===== src/rtl/rpn_pkg.sv =====
// Shared constants for the RPN execution unit: opcodes, error codes and FSM encoding.
package rpn_pkg;

    typedef logic [2:0] opcode_t;

    localparam opcode_t OP_ADD = 3'd0;
    localparam opcode_t OP_SUB = 3'd1;
    localparam opcode_t OP_MUL = 3'd2;
    localparam opcode_t OP_AND = 3'd3;
    localparam opcode_t OP_OR  = 3'd4;
    localparam opcode_t OP_XOR = 3'd5;
    localparam opcode_t OP_EQU = 3'd6;
    localparam opcode_t OP_CLR = 3'd7;

    localparam logic [1:0] ERR_NONE  = 2'd0;
    localparam logic [1:0] ERR_UNDER = 2'd1;
    localparam logic [1:0] ERR_OVER  = 2'd2;
    localparam logic [1:0] ERR_EQU   = 2'd3;

    localparam logic [3:0] ST_IDLE   = 4'd0;
    localparam logic [3:0] ST_POP_B  = 4'd1;
    localparam logic [3:0] ST_POP_A  = 4'd2;
    localparam logic [3:0] ST_EXEC   = 4'd3;
    localparam logic [3:0] ST_PUSH   = 4'd4;
    localparam logic [3:0] ST_POP_R  = 4'd5;
    localparam logic [3:0] ST_RESULT = 4'd6;
    localparam logic [3:0] ST_DRAIN  = 4'd7;
    localparam logic [3:0] ST_ERROR  = 4'd8;

endpackage


===== src/rtl/rpn_exec_if.sv =====
// Token, stack and result handshakes of the RPN execution unit.
interface rpn_exec_if #(
    parameter int W = 32
);
    // Every *_STB/*_ACK pair transfers on a cycle where both are high; a
    // strobe is held with stable data until acknowledged. POP_ACK alone is a
    // one-cycle command: POP_DAT is the top now, the stack drops it next edge.
    logic         TOK_STB;
    logic         TOK_OP;
    logic [W-1:0] TOK_DAT;
    logic         TOK_ACK;
    logic         PUSH_STB;
    logic [W-1:0] PUSH_DAT;
    logic         PUSH_ACK;
    logic [W-1:0] POP_DAT;
    logic         POP_ACK;
    logic         RES_STB;
    logic [W-1:0] RES_DAT;
    logic         RES_ACK;

    modport master (
        input  TOK_STB, TOK_OP, TOK_DAT, PUSH_ACK, POP_DAT, RES_ACK,
        output TOK_ACK, PUSH_STB, PUSH_DAT, POP_ACK, RES_STB, RES_DAT
    );

    modport slave (
        output TOK_STB, TOK_OP, TOK_DAT, PUSH_ACK, POP_DAT, RES_ACK,
        input  TOK_ACK, PUSH_STB, PUSH_DAT, POP_ACK, RES_STB, RES_DAT
    );

endinterface


===== src/rtl/rpn_alu.sv =====
// Combinational ALU: unsigned modulo-2^W arithmetic and bitwise ops, A is the deeper operand.
module rpn_alu
    import rpn_pkg::*;
#(
    parameter int W = 32
) (
    input  logic [W-1:0] a,
    input  logic [W-1:0] b,
    input  opcode_t      op,
    output logic [W-1:0] y
);

    always_comb begin
        y = '0;
        case (op)
            OP_ADD:  y = a + b;
            OP_SUB:  y = a - b;
            OP_MUL:  y = a * b;
            OP_AND:  y = a & b;
            OP_OR:   y = a | b;
            OP_XOR:  y = a ^ b;
            default: y = '0;
        endcase
    end

endmodule


===== src/rtl/rpn_exec.sv =====
// RPN execution unit: consumes tokens, masters the operand stack, and delivers EQU results.
module rpn_exec
    import rpn_pkg::*;
#(
    parameter int W     = 32,
    parameter int DEPTH = 16
) (
    input  logic                     CLK,
    input  logic                     RST,
    rpn_exec_if.master               bus,
    output logic                     ERR,
    output logic [1:0]               ERR_CODE,
    output logic [$clog2(DEPTH):0]   DEPTH_O,
    output logic [3:0]               dbg_state
);

    localparam int DW = $clog2(DEPTH) + 1;
    localparam logic [DW-1:0] DEPTH_FULL = DW'(DEPTH);

    logic [3:0]    state;
    logic [DW-1:0] depth;
    logic [W-1:0]  a_q;
    logic [W-1:0]  b_q;
    logic [W-1:0]  push_q;
    logic [W-1:0]  res_q;
    logic [W-1:0]  alu_y;
    opcode_t       op_q;
    opcode_t       tok_opc;
    logic          tok_fire;
    logic          push_fire;

    assign tok_opc   = bus.TOK_DAT[2:0];
    assign tok_fire  = bus.TOK_STB & bus.TOK_ACK;
    assign push_fire = bus.PUSH_STB & bus.PUSH_ACK;

    assign bus.TOK_ACK  = !RST && (state == ST_IDLE || state == ST_ERROR);
    assign bus.PUSH_STB = (state == ST_PUSH);
    assign bus.PUSH_DAT = push_q;
    // The stack gives push priority, so pops only come from states that never push.
    assign bus.POP_ACK  = (state == ST_POP_B) || (state == ST_POP_A) || (state == ST_POP_R) ||
                          (state == ST_DRAIN && depth != '0);
    assign bus.RES_STB  = (state == ST_RESULT);
    assign bus.RES_DAT  = res_q;

    assign DEPTH_O   = depth;
    assign dbg_state = state;

    rpn_alu #(.W(W)) u_alu (
        .a  (a_q),
        .b  (b_q),
        .op (op_q),
        .y  (alu_y)
    );

    always_ff @(posedge CLK) begin
        if (RST) begin
            state    <= ST_IDLE;
            depth    <= '0;
            a_q      <= '0;
            b_q      <= '0;
            push_q   <= '0;
            res_q    <= '0;
            op_q     <= OP_ADD;
            ERR      <= 1'b0;
            ERR_CODE <= ERR_NONE;
        end else begin
            if (push_fire) begin
                depth <= depth + DW'(1);
            end else if (bus.POP_ACK) begin
                depth <= depth - DW'(1);
            end

            case (state)
                ST_IDLE: begin
                    if (tok_fire) begin
                        if (!bus.TOK_OP) begin
                            if (depth == DEPTH_FULL) begin
                                state    <= ST_ERROR;
                                ERR      <= 1'b1;
                                ERR_CODE <= ERR_OVER;
                            end else begin
                                push_q <= bus.TOK_DAT;
                                state  <= ST_PUSH;
                            end
                        end else begin
                            op_q <= tok_opc;
                            case (tok_opc)
                                OP_EQU: begin
                                    if (depth != DW'(1)) begin
                                        state    <= ST_ERROR;
                                        ERR      <= 1'b1;
                                        ERR_CODE <= ERR_EQU;
                                    end else begin
                                        state <= ST_POP_R;
                                    end
                                end
                                OP_CLR: state <= ST_DRAIN;
                                default: begin
                                    if (depth < DW'(2)) begin
                                        state    <= ST_ERROR;
                                        ERR      <= 1'b1;
                                        ERR_CODE <= ERR_UNDER;
                                    end else begin
                                        state <= ST_POP_B;
                                    end
                                end
                            endcase
                        end
                    end
                end
                // B is on top, so it is popped first and A is uncovered next.
                ST_POP_B: begin
                    b_q   <= bus.POP_DAT;
                    state <= ST_POP_A;
                end
                ST_POP_A: begin
                    a_q   <= bus.POP_DAT;
                    state <= ST_EXEC;
                end
                ST_EXEC: begin
                    push_q <= alu_y;
                    state  <= ST_PUSH;
                end
                ST_PUSH: begin
                    if (bus.PUSH_ACK) state <= ST_IDLE;
                end
                ST_POP_R: begin
                    res_q <= bus.POP_DAT;
                    state <= ST_RESULT;
                end
                ST_RESULT: begin
                    if (bus.RES_ACK) state <= ST_IDLE;
                end
                ST_DRAIN: begin
                    if (depth == '0) begin
                        ERR      <= 1'b0;
                        ERR_CODE <= ERR_NONE;
                        state    <= ST_IDLE;
                    end
                end
                ST_ERROR: begin
                    if (tok_fire && bus.TOK_OP && tok_opc == OP_CLR) state <= ST_DRAIN;
                end
                default: state <= ST_IDLE;
            endcase
        end
    end

endmodule


===== src/flat_wrapper.sv =====
// flat-port wrapper written by rule: the top's interface ports become plain ports
module rpn_exec_flat import rpn_pkg::*;
#(
    parameter int W     = 32,
    parameter int DEPTH = 16
)
  (CLK, RST, ERR, ERR_CODE, DEPTH_O, dbg_state, bus_TOK_STB, bus_TOK_OP, bus_TOK_DAT, bus_PUSH_ACK, bus_POP_DAT, bus_RES_ACK, bus_TOK_ACK, bus_PUSH_STB, bus_PUSH_DAT, bus_POP_ACK, bus_RES_STB, bus_RES_DAT);
  rpn_exec_if #(.W(W)) bus_i ();
  input  logic CLK;
  input  logic RST;
  output logic ERR;
  output logic [1:0] ERR_CODE;
  output logic [$clog2(DEPTH):0] DEPTH_O;
  output logic [3:0] dbg_state;
  input wire logic [$bits(bus_i.TOK_STB)-1:0] bus_TOK_STB;
  input wire logic [$bits(bus_i.TOK_OP)-1:0] bus_TOK_OP;
  input wire logic [$bits(bus_i.TOK_DAT)-1:0] bus_TOK_DAT;
  input wire logic [$bits(bus_i.PUSH_ACK)-1:0] bus_PUSH_ACK;
  input wire logic [$bits(bus_i.POP_DAT)-1:0] bus_POP_DAT;
  input wire logic [$bits(bus_i.RES_ACK)-1:0] bus_RES_ACK;
  output wire logic [$bits(bus_i.TOK_ACK)-1:0] bus_TOK_ACK;
  output wire logic [$bits(bus_i.PUSH_STB)-1:0] bus_PUSH_STB;
  output wire logic [$bits(bus_i.PUSH_DAT)-1:0] bus_PUSH_DAT;
  output wire logic [$bits(bus_i.POP_ACK)-1:0] bus_POP_ACK;
  output wire logic [$bits(bus_i.RES_STB)-1:0] bus_RES_STB;
  output wire logic [$bits(bus_i.RES_DAT)-1:0] bus_RES_DAT;
  assign bus_i.TOK_STB = bus_TOK_STB;
  assign bus_i.TOK_OP = bus_TOK_OP;
  assign bus_i.TOK_DAT = bus_TOK_DAT;
  assign bus_i.PUSH_ACK = bus_PUSH_ACK;
  assign bus_i.POP_DAT = bus_POP_DAT;
  assign bus_i.RES_ACK = bus_RES_ACK;
  assign bus_TOK_ACK = bus_i.TOK_ACK;
  assign bus_PUSH_STB = bus_i.PUSH_STB;
  assign bus_PUSH_DAT = bus_i.PUSH_DAT;
  assign bus_POP_ACK = bus_i.POP_ACK;
  assign bus_RES_STB = bus_i.RES_STB;
  assign bus_RES_DAT = bus_i.RES_DAT;
  rpn_exec #(.W(W), .DEPTH(DEPTH)) u_core (.CLK(CLK), .RST(RST), .bus(bus_i), .ERR(ERR), .ERR_CODE(ERR_CODE), .DEPTH_O(DEPTH_O), .dbg_state(dbg_state));
endmodule

===== config.mk =====
export PLATFORM = sky130hd
export DESIGN_NAME = rpn_exec_flat
export DESIGN_NICKNAME = d
export VERILOG_FILES = /design/src/rtl/rpn_pkg.sv /design/src/rtl/rpn_exec_if.sv /design/src/rtl/rpn_alu.sv /design/src/rtl/rpn_exec.sv /design/src/flat_wrapper.sv
export SDC_FILE = /design/constraint.sdc
export NUM_CORES = 2
export LEC_CHECK = 0
export ABC_AREA = 0
export CAP_MARGIN = 0
export CORE_ASPECT_RATIO = 1.2
export CORE_MARGIN = 10
export CORE_UTILIZATION = 45
export DETAILED_ROUTE_END_ITERATION = 8
export GPL_TIMING_DRIVEN = 0
export PLACE_DENSITY = 0.74
export SLEW_MARGIN = 30
export SYNTH_ARGS = -nofsm -noshare
export SYNTH_HDL_FRONTEND = slang
export SYNTH_SLANG_ARGS = --single-unit

===== constraint.sdc =====
create_clock -name CLK -period 7.4 [get_ports CLK]
set_input_delay 1.85 -clock CLK [delete_from_list [all_inputs] [get_ports CLK]]
set_output_delay 1.85 -clock CLK [all_outputs]
set_load 0.01 [all_outputs]

==> summary.md <==
| Metric | Value |
|---|---|
| Crit path capture type | register |
| Post-synthesis sequential area ratio | 11.4% |
| Cts bufs inserted | 17 |
| Net Sw Frac | 54.5% |
| Share of cells above drive strength 1 | 12.0% |
| Final setup violation count | 3 |
| Clock sink count | 143 |
| Crit-path max FO | 9 |
| Worst Path Arrival | 7880 ps |
| Status | complete, but fails checks |
| Met2 usage | 48.9% |
| Combinational share of power | 78.2% |
| Failing checks | setup timing |
| R2R depth | 21 |
| Post-synthesis cell type count | 85 |
| Worst Path Required | 7740 ps |
| Filler Cells Inserted | 4989 |
| Initial antenna violation count | 3 |
| Site row count | 94 |
| Fin. Hold Viols | 0 |
| Peak supply drop | 305 µV |
| Most common library cell in the layout ignoring fill and taps | nand2_1 |
| Setup TNS | -206 ps |
| Dominant synthesized flop cell | dfxtp_1 |
| Final #Nets | 4054 |
| Worst R2R End | u_core.bus.PUSH_DAT[27] |
| Die area | 0.0655 mm² |
| Area leader, netlist | fa_1 |
| PD cells | 288 mW/mm² |
| Routed vias | 24000 |
| Critical Path Sink | u_core.bus.PUSH_DAT[27] |
| Hold Crit Class | register to register |
| Crit path launch | u_core.b_q[10] |
| Die W | 235 µm |
| Synthesized netlist cell count | 3098 |
| Slew margin rel. | 25.8% |
| Cell Area, Synth | 0.0250 mm² |
| Setup WS post-layout | -140 ps |
| Min Tclk post-route | 7540 ps |
| Setup Skew | 13.1 ps |
| GRT overflow | 0 |
| Final cycle utilization of the critical path | 102% |
| DRT iter0 DRCs | 2606 |
| Pins over their slew limit | 0 |
| Clock Tree Buf Depth | 2 |
| Clock Latency Late Sink | 450 ps |
| DRC | 0 |
| Area of the multi-input gates | 0.0201 mm² |
| Ys Warns | 0 |
| #FFs+latches synth | 143 |
| H-tree depth | 4 |
| Via-to-Cell Ratio | 5.86 |
| Initial Util | 45.6% |
| Post-layout power | 0.00865 W |
| Mean Syn Cell Area | 8.08 µm² |
| R2r setup slk | -140 ps |
| Critical path type | register to register |
| Area grow syn2layout | 20.0% |
| Die Ht | 278 µm |
| Int Power | 0.00394 W |
| First-pass DRT Iterations | 7 |
| Max cap viols | 0 |
| Area contributors post-synth | fa_1, dfxtp_1, ha_1, nand2_1, inv_1 |
| Core area | 0.0549 mm² |
| Vias in the first global route | 24100 |
| Maximum clock frequency | 133 MHz |
| Sequential Area | 0.00296 mm² |
| Largest net degree at the start of global routing | 18 |
| Net Count, Synth | 3799 |
| Clk slew on worst S/H paths | 70 ps |
| Root buffer cell | clkbuf_16 |
| EDFF count, synth | 0 |
| Most frequent cells in the layout | nand2_1, inv_1, fa_1 |
| Total track usage | 31.2% |
| DR WL/cell | 25.6 µm |
| Count of input and output buffers | 149 |
| Gpl congestion | 1.10 |
| Post-DP HPWL | 82200 µm |
| RSZ-0062 raised after global routing | true |
| Pre-CTS WS | -2450 ps |
| Met1 Track Usage GR | 35.9% |
| Routed Antenna Nets | 0 |
| CP Launch Type | register |
| Final wirelength | 105000 µm |
| Io pins | 150 |
| Pleak | 12.8 nW |
| Flop pwr share | 12.1% |
| Worst r2r src | u_core.b_q[10] |
| CTS tree | yes |
| Asr flop ratio synth | 0% |
| Share of the synthesized area in the top cell type | 32.7% |
| Worst-margin pin slew | 1100 ps |
| Switch Pwr | 0.00471 W |
| Routing usage on met3 | 7.46% |
| Clock power share | 9.7% |
| First-pass GRT wire length | 153000 µm |
| GRT busiest layer | met2 |
==> stage by stage <==
step / instance area (µm²) / hold slack [ps] / cells / util (%)
2_1_floorplan: 25000 / 476 / 3098 / -
3_3_place_gp: 27400 / 440 / 3967 / 49.9
3_5_place_dp: 27400 / 447 / 3967 / 49.9
4_1_cts: 29200 / 456 / 4035 / 53.1
5_1_grt: 30000 / 468 / 4086 / 54.7
6_report: 30000 / 453 / 4088 / 54.7
==> logic make-up after synthesis <==
kind of cell | share of synthesized area (%)
AND/OR/NAND/NOR | 17.5
buffers and inverters | 9.80
adder cells (fa/ha/maj) | 43.8
AO/OA/AOI/OAI | 11.9
flip-flops | 11.4
XOR/XNOR | 4.76
multiplexers | 0.765
==> critical path, cell delays in order, from the launching register on <==
cell and delay (ps):
dfxtp_1 400, buf_6 200, buf_4 130, clkinv_1 350
nor2_1 250, fa_1 470, fa_1 580, inv_1 60
fa_1 500, fa_1 520, inv_1 60, fa_1 570
fa_1 430, fa_1 520, fa_1 560, ha_1 430
nor2_1 110, a311oi_4 320, xor2_1 210, a222oi_1 330
nor2_1 80, a311o_1 320
==> cell usage after synthesis, drive strengths merged, types with 10 or more instances <==
library cell    n
a21oi         183
mux2i          18
a22oi          10
ha            222
nand2         535
buf            50
nand2b         15
nor3           30
o21a           16
nor2b          12
o31ai          10
a211oi         22
and3           11
a21o           17
a31oi          20
fa            409
clkbuf        127
inv           440
xor2           28
o21ai          94
nand3          23
nor2          395
clkinv         18
and2           10
dfxtp         143
o211ai         11
xnor2         107
o22ai          15
a311oi         10
==> worst min-delay path by stage <==
stage                                 startpoint                      to  cells after the start
after detailed placement  u_core.bus.RES_DAT[15]  u_core.bus.RES_DAT[15]                      2
after floorplan               u_core.ERR_CODE[1]      u_core.ERR_CODE[1]                      2
final                     u_core.bus.RES_DAT[15]  u_core.bus.RES_DAT[15]                      2
after global placement    u_core.bus.RES_DAT[17]  u_core.bus.RES_DAT[17]                      2
after global routing      u_core.bus.RES_DAT[10]  u_core.bus.RES_DAT[10]                      2
after CTS                 u_core.bus.RES_DAT[15]  u_core.bus.RES_DAT[15]                      2
==> state kept, by name (all words and copies together) (netlist names) <==
signal,cells
u_core.bus.PUSH_DAT,32
u_core.a_q,32
u_core.ERR,1
u_core.dbg_state,4
u_core.b_q,32
u_core.op_q,3
u_core.ERR_CODE,2
u_core.bus.RES_DAT,32
u_core.DEPTH_O,5
==> area by class of cell <==
cell class,instances,area share [%]
well taps,720,3.00
repair buffers,241,7.38
multi-input cells,2320,67.0
plain buffers,172,4.58
clock buffers,17,1.42
diodes,2,0.0167
flip-flops and latches,143,9.86
inverters,458,6.26
clock inverters,15,0.471
==> layer usage <==
layer / vias up / routed length [µm] / part of all wire, %
met5: - / 13 / 0.012
met4: 2 / 10700 / 10
met3: 502 / 10900 / 10
met2: 1591 / 46500 / 44
met1: 11600 / 36400 / 35
li1: 10300 / - / -
==> power by group through the flow <==
| stage | Combinational, W | Sequential [W] | Clock [W] |
|---|---|---|---|
| final | 0.00677 | 0.00105 | 0.000842 |
| after global routing | 0.00713 | 0.00105 | 0.000876 |
| after CTS | 0.00640 | 0.00104 | 0.000847 |
| after detailed placement | 0.00620 | 0.00105 | 0 |
| after global placement | 0.00622 | 0.00104 | 0 |
| after floorplan | 0.00426 | 0.00101 | 0 |
==> repair_timing <==
action | CTS | global route
hold endpoints to repair | 0 | 0
buffers inserted | 39 | 54
hold buffers | 0 | 0
gates resized for setup | 283 | 173
cloned | 0 | 1
pin swaps | 19 | 57
setup endpoints to repair | 23 | 12
Note: power is estimated with default switching activity, not from simulation.
